--- config.mk ---
export PLATFORM = sky130hd
export DESIGN_NAME = prog_loader
export DESIGN_NICKNAME = d
export VERILOG_FILES = /design/src/rtl/prog_loader_pkg.sv /design/src/rtl/prog_buf.sv /design/src/rtl/prog_loader.sv
export SDC_FILE = /design/constraint.sdc
export NUM_CORES = 2
export LEC_CHECK = 0
export BUFFER_PORTS_ARGS = -buffer_cell sky130_fd_sc_hd__buf_4
export CORE_MARGIN = 10
export CORE_UTILIZATION = 55
export DETAILED_ROUTE_END_ITERATION = 6
export PLACE_DENSITY = 0.71
export SLEW_MARGIN = 20
export SYNTH_ARGS = -nofsm -noshare
export SYNTH_HDL_FRONTEND = slang
export SYNTH_SLANG_ARGS = --single-unit
--- constraint.sdc ---
create_clock -name clk -period 9.5 [get_ports clk]
set_input_delay 1.9 -clock clk [delete_from_list [all_inputs] [get_ports clk]]
set_output_delay 1.9 -clock clk [all_outputs]
set_load 0.03 [all_outputs]
--- src/rtl/prog_loader_pkg.sv ---
// prog_loader_pkg: states and constants shared by the program loader and its buffer.
// The CSUM state exists only when PROG_LOADER_CHECKSUM_EN is defined.
package prog_loader_pkg;

    localparam int HDR_BYTES  = 2;
    localparam int WORD_BYTES = 4;
    localparam int CPU_WORD_W = 32;

    typedef enum logic [3:0] {
        S_IDLE,
        S_HDR0,
        S_HDR1,
        S_COLLECT,
`ifdef PROG_LOADER_CHECKSUM_EN
        S_CSUM,
`endif
        S_PRE_RST,
        S_BURST,
        S_POST_RST,
        S_DONE,
        S_ERR
    } state_t;

`ifdef PROG_LOADER_CHECKSUM_EN
    localparam state_t COLLECT_NEXT = S_CSUM;
    localparam int     CSUM_BYTES   = 1;
`else
    localparam state_t COLLECT_NEXT = S_PRE_RST;
    localparam int     CSUM_BYTES   = 0;
`endif

    function automatic logic accepts_bytes(input state_t s);
`ifdef PROG_LOADER_CHECKSUM_EN
        return s inside {S_HDR0, S_HDR1, S_COLLECT, S_CSUM};
`else
        return s inside {S_HDR0, S_HDR1, S_COLLECT};
`endif
    endfunction

    function automatic logic in_session(input state_t s);
        return !(s inside {S_IDLE, S_DONE, S_ERR});
    endfunction

    function automatic int image_bytes(input int n);
        return HDR_BYTES + WORD_BYTES * n + CSUM_BYTES;
    endfunction

endpackage

--- src/rtl/prog_buf.sv ---
// prog_buf: simple dual-port word buffer, synchronous write, registered read.
// The read register returns zero when no read is requested, so it can drive cpu_instr directly.
module prog_buf
    import prog_loader_pkg::*;
#(
    parameter int DEPTH = 64,
    parameter int AW    = $clog2(DEPTH)
) (
    input  logic                  clk,
    input  logic                  rst,
    input  logic                  we,
    input  logic [AW-1:0]         waddr,
    input  logic [CPU_WORD_W-1:0] wdata,
    input  logic                  re,
    input  logic [AW-1:0]         raddr,
    output logic [CPU_WORD_W-1:0] rdata
);

    logic [CPU_WORD_W-1:0] mem [DEPTH];

    always_ff @(posedge clk) begin
        if (we)
            mem[waddr] <= wdata;
    end

    always_ff @(posedge clk or posedge rst) begin
        if (rst)
            rdata <= '0;
        else
            rdata <= re ? mem[raddr] : '0;
    end

endmodule

--- src/rtl/prog_loader.sv ---
// prog_loader: buffers a length-prefixed byte image, then bursts it into the CPU load port.
// Define PROG_LOADER_CHECKSUM_EN to require a trailing XOR checksum byte.
module prog_loader
    import prog_loader_pkg::*;
#(
    parameter int MAX_WORDS = 64,
    parameter int AW        = $clog2(MAX_WORDS)
) (
    input  logic                  clk,
    input  logic                  Reset,
    input  logic                  start,
    input  logic                  byte_valid,
    input  logic [7:0]            byte_data,
    output logic                  byte_ready,
    output logic                  cpu_load,
    output logic [CPU_WORD_W-1:0] cpu_instr,
    output logic                  cpu_reset,
    output logic                  busy,
    output logic                  done,
    output logic                  err,
    output logic [15:0]           words_loaded
);

    localparam logic [15:0] MAX_N = 16'(MAX_WORDS);

    state_t      state, nxt;
    logic [15:0] n, wp, hdr_n;
    logic [1:0]  bc;
    logic [23:0] sh;
    logic        take, go, bad_n, last_byte, word_end, we, re;
    logic [AW-1:0] raddr;
`ifdef PROG_LOADER_CHECKSUM_EN
    logic [7:0]  csum;
`endif

    assign take      = byte_valid && byte_ready;
    assign go        = start && !in_session(state);
    assign hdr_n     = {n[15:8], byte_data};
    assign bad_n     = hdr_n == 16'd0 || hdr_n > MAX_N;
    assign word_end  = bc == 2'(WORD_BYTES - 1);
    assign last_byte = word_end && wp == n - 16'd1;
    assign we        = take && state == S_COLLECT && word_end;
    // wp doubles as the read pointer once collection is over; PRE_RST primes word 0
    assign re        = state == S_PRE_RST || (state == S_BURST && wp != n);
    assign raddr     = state == S_PRE_RST ? '0 : wp[AW-1:0];

    always_comb begin
        nxt = state;
        case (state)
            S_IDLE, S_DONE, S_ERR: nxt = start ? S_HDR0 : state;
            S_HDR0:     nxt = take ? S_HDR1 : state;
            S_HDR1:     nxt = !take ? state : bad_n ? S_ERR : S_COLLECT;
            S_COLLECT:  nxt = take && last_byte ? COLLECT_NEXT : state;
`ifdef PROG_LOADER_CHECKSUM_EN
            S_CSUM:     nxt = !take ? state : byte_data == csum ? S_PRE_RST : S_ERR;
`endif
            S_PRE_RST:  nxt = S_BURST;
            S_BURST:    nxt = wp == n ? S_POST_RST : state;
            S_POST_RST: nxt = S_DONE;
            default:    nxt = S_IDLE;
        endcase
    end

    always_ff @(posedge clk or posedge Reset) begin
        if (Reset) begin
            state        <= S_IDLE;
            n            <= '0;
            wp           <= '0;
            bc           <= '0;
            sh           <= '0;
            byte_ready   <= 1'b0;
            cpu_load     <= 1'b0;
            cpu_reset    <= 1'b1;
            busy         <= 1'b0;
            done         <= 1'b0;
            err          <= 1'b0;
            words_loaded <= '0;
`ifdef PROG_LOADER_CHECKSUM_EN
            csum         <= '0;
`endif
        end else begin
            state      <= nxt;
            byte_ready <= accepts_bytes(nxt);
            cpu_load   <= nxt == S_BURST;
            cpu_reset  <= nxt != S_DONE;
            busy       <= in_session(nxt);
            done       <= nxt == S_DONE;
            err        <= nxt == S_ERR;
            if (go) begin
                bc           <= '0;
                wp           <= '0;
                words_loaded <= '0;
`ifdef PROG_LOADER_CHECKSUM_EN
                csum         <= '0;
`endif
            end
            if (take && state == S_HDR0)
                n <= {byte_data, 8'h00};
            if (take && state == S_HDR1)
                n[7:0] <= byte_data;
            if (take && state == S_COLLECT) begin
                bc <= bc + 2'd1;
                sh <= {sh[15:0], byte_data};
                if (word_end)
                    wp <= wp + 16'd1;
            end
`ifdef PROG_LOADER_CHECKSUM_EN
            if (take && state != S_CSUM)
                csum <= csum ^ byte_data;
`endif
            if (state == S_PRE_RST)
                wp <= 16'd1;
            if (state == S_BURST && wp != n)
                wp <= wp + 16'd1;
            if (state == S_POST_RST)
                words_loaded <= n;
        end
    end

    prog_buf #(.DEPTH(MAX_WORDS), .AW(AW)) u_buf (
        .clk   (clk),
        .rst   (Reset),
        .we    (we),
        .waddr (wp[AW-1:0]),
        .wdata ({sh, byte_data}),
        .re    (re),
        .raddr (raddr),
        .rdata (cpu_instr)
    );

endmodule

==> results_dict.tcl <==
set metrics [dict create \
    status "finished, violations left" \
    violations "design-rule violations" \
    synth_edf_count 2048 \
    synth_top_area_cell "edfxtp_1" \
    fp-row-count 144 \
    wl_um 244000 \
    synth-seq-cells 2164 \
    pin_count 66 \
    reg2reg_from "state[1]$_DFF_PP0_" \
    dr.pass1.iters 7 \
    grtUsageMet2 0.418 \
    synth_most_common_cell "edfxtp_1" \
    fp.dieH_um 414 \
    overflow 0 \
    final_antenna_net_count 0 \
    grt_start_max_net_pins 119 \
    finalWorstSetupSlack_ns 4.55 \
    rrSetupSlack_ns 4.55 \
    cpPeakStageDelay_ns 0.84 \
    numPortBuffers 65 \
    yosysSeqAreaShare 0.754 \
    grt.busiest_layer "met2" \
    hold_violations 0 \
    hold_buffers 0 \
    clockBufferDepth 3 \
    setup_tns_ns 0 \
    fin_nets 5359 \
    areaGrowthSynthToFinish_pct 12.2 \
    post_cts_buffers 0 \
    setup.worst_path.start_class "register" \
    antenna_found_initial 11 \
    cp_slowest_cell "or4b_4" \
    synth_top_area_share 0.720 \
    cts_resized 0 \
    clkLatencyLatePin_ns 0.85 \
    min_path_type "reg -> reg" \
    whs_path_depth 1 \
    synth.area.top_cells "edfxtp_1, mux2i_1, dfrtp_1, nand2_1, o221ai_1" \
    cts-buffers-inserted 210 \
    synthArstFlopShare 0.0536 \
    synth_fp_nets 5295 \
    cpMostUsedCell "buf_4" \
    max_cap_viol_count 0 \
    cts_tree "built" \
    fmax_mhz 202 \
    drt_iter0_drc 7447 \
    die_w_um 414 \
    yosys-top-cells-count "edfxtp_1, nand2_1, mux2i_1, nand3_1, a21oi_1" \
    r2r_end "u_buf.rdata[31]$_DFF_PP0_" \
    period_share 0.521 \
    cts_sinks 2164 \
    synth_area_um2 85400 \
    fillCellCount 10900 \
    finalCriticalPeriod_ns 4.95 \
    grt_util_all_layers 0.276 \
    finalMaxSlewViolations 0 \
    crit_path_end_kind "register" \
    gp_congestion 0.869 \
    viasPerCell 6.70 \
    rsz0062_at_grt "no" \
    dieArea_um2 171000 \
    vdd_drop_max_mv 0.365 \
    grt_pass1_wl_um 349000 \
    synthCells 5280 \
    hpwl_um 133000 \
    core_um2 154000 \
    cellPowerDensity_nw_per_um2 265 \
    grt_pass1_vias 48800 \
    min_to "bc[0]$_DFFE_PP0P_" \
    floorplan.initialDensity 0.554 \
    maxSlewHeadroom 0.200 \
    reg2regPathDepth 10 \
    final_layout_size_suffix_gt1_frac 0.140 \
    worstMarginPinSlew_ns 1.20 \
    clk_pin_slew_ns 0.06 \
    cp.required_ns 10.22 \
    p_leak_nw 31.8 \
    yosysUniqueCellTypes 75 \
    via_count 50800 \
    setup_viol 0 \
    crit_path_max_fanout 43 \
    yosysWarnings 0 \
    grt.met3_usage 0.0698 \
    skew_ns 0.0326 \
    pre_cts_ws_ns 4.14 \
    post-route-drc-count 6 \
    avgSynthCellArea_um2 16.2 \
    cts_htree_levels 4 \
    min_from "bc[0]$_DFFE_PP0P_" \
    path_cells "or4b_4 -> buf_4 -> and2_4 -> nor2_4 -> buf_4 -> buf_4 -> nand3_1 -> a32oi_1 -> o22ai_1 -> or3_1" \
    grt_use_met1 0.376 \
    wl_per_cell_um 32.2 \
    arrival_ns 5.67 \
    crit_type "reg -> reg" \
    synthFlopType "edfxtp_1" \
    root_buffer "clkbuf_16" \
]
[placed cells by master, fill, tap and decap left out, types with 42 or more instances in the layout]
cell | netlist | layout
nand4_1 | 59 | 59
nand3_1 | 202 | 202
mux2i_1 | 539 | 539
o22ai_1 | 42 | 42
edfxtp_1 | 2048 | 2048
clkbuf_1 | 188 | 48
a21oi_1 | 195 | 195
nor2_4 | 1 | 62
o21ai_0 | 122 | 121
o221ai_1 | 181 | 181
a211oi_1 | 52 | 52
dfrtp_1 | 115 | 88
buf_4 | 4 | 198
a31oi_1 | 50 | 50
mux2_2 | 70 | 70
clkbuf_16 | 0 | 212
nor2_1 | 170 | 105
nand2_1 | 546 | 541
clkinv_1 | 0 | 48
mux4_2 | 61 | 61
[power breakdown]
group | internal [W] | switching [W] | leakage [nW] | total [W]
sequential | 0.0107 | 0.000194 | 19.8 | 0.0109
clock | 0.00467 | 0.00359 | 3.33 | 0.00826
combinational | 0.00196 | 0.00425 | 8.63 | 0.00621
[metrics by stage]
step	cells	area, µm²	hold WS (ns)	power, W	util
3_3_place_gp	7164	88700	0.487	0.0171	0.575
5_1_grt	7571	95800	0.547	0.0261	0.621
2_1_floorplan	5280	85400	0.460	0.0151	-
6_report	7575	95800	0.498	0.0254	0.621
3_5_place_dp	7169	88800	0.491	0.0172	0.576
4_1_cts	7564	95600	0.503	0.0253	0.620
[cell families after synthesis]
logic type               count (synthesis)  share of synthesized area
AO/OA/AOI/OAI                          914                     0.0757
XOR/XNOR                                29                    0.00297
adder cells (fa/ha/maj)                  3                   0.000440
buffers and inverters                  378                     0.0191
flip-flops                            2164                      0.754
multiplexers                           670                     0.0885
AND/OR/NAND/NOR                       1122                     0.0590
[flip-flops by register name, summed over array words and instances (netlist names), 2 cells and up]
name          cells
u_buf.mem      2048
u_buf.rdata      32
sh               24
n                16
words_loaded     16
wp               16
state             4
bc                2
[layout make-up]
type	count	area [µm²]	share of cell area
tap	2044	2560	0.0267
clock buffer	268	5600	0.0584
inverter	9	38.8	0.000405
timing repair buffer	221	1980	0.0207
multi-input combinational	2738	19900	0.208
antenna	4	10.0	0.000104
clock inverter	127	1230	0.0128
sequential	2164	64400	0.673
[critical path, delay by kind of cell, from the launching register on]
family          cells  cell delay, ns
buf+inv             3            1.59
flops               1            0.50
simple gates        5            2.10
compound gates      2            0.41
[worst max-delay path by stage]
stage | from | to | slack [ns]
after floorplan | byte_valid | u_buf.mem[40][0]$_DFFE_PP_ | 3.09
after global placement | state[0]$_DFF_PP0_ | u_buf.rdata[18]$_DFF_PP0_ | 3.91
after detailed placement | byte_valid | u_buf.mem[7][13]$_DFFE_PP_ | 4.14
after CTS | state[1]$_DFF_PP0_ | u_buf.rdata[31]$_DFF_PP0_ | 4.72
after global routing | state[0]$_DFF_PP0_ | u_buf.rdata[26]$_DFF_PP0_ | 4.43
final | state[1]$_DFF_PP0_ | u_buf.rdata[31]$_DFF_PP0_ | 4.55
[per-layer routing]
layer	up-vias	routed length, µm
li1	21100	-
met1	25600	90900
met2	3449	111000
met3	647	29800
met4	10	12400
met5	-	74
(Power assumes the default switching activity.)
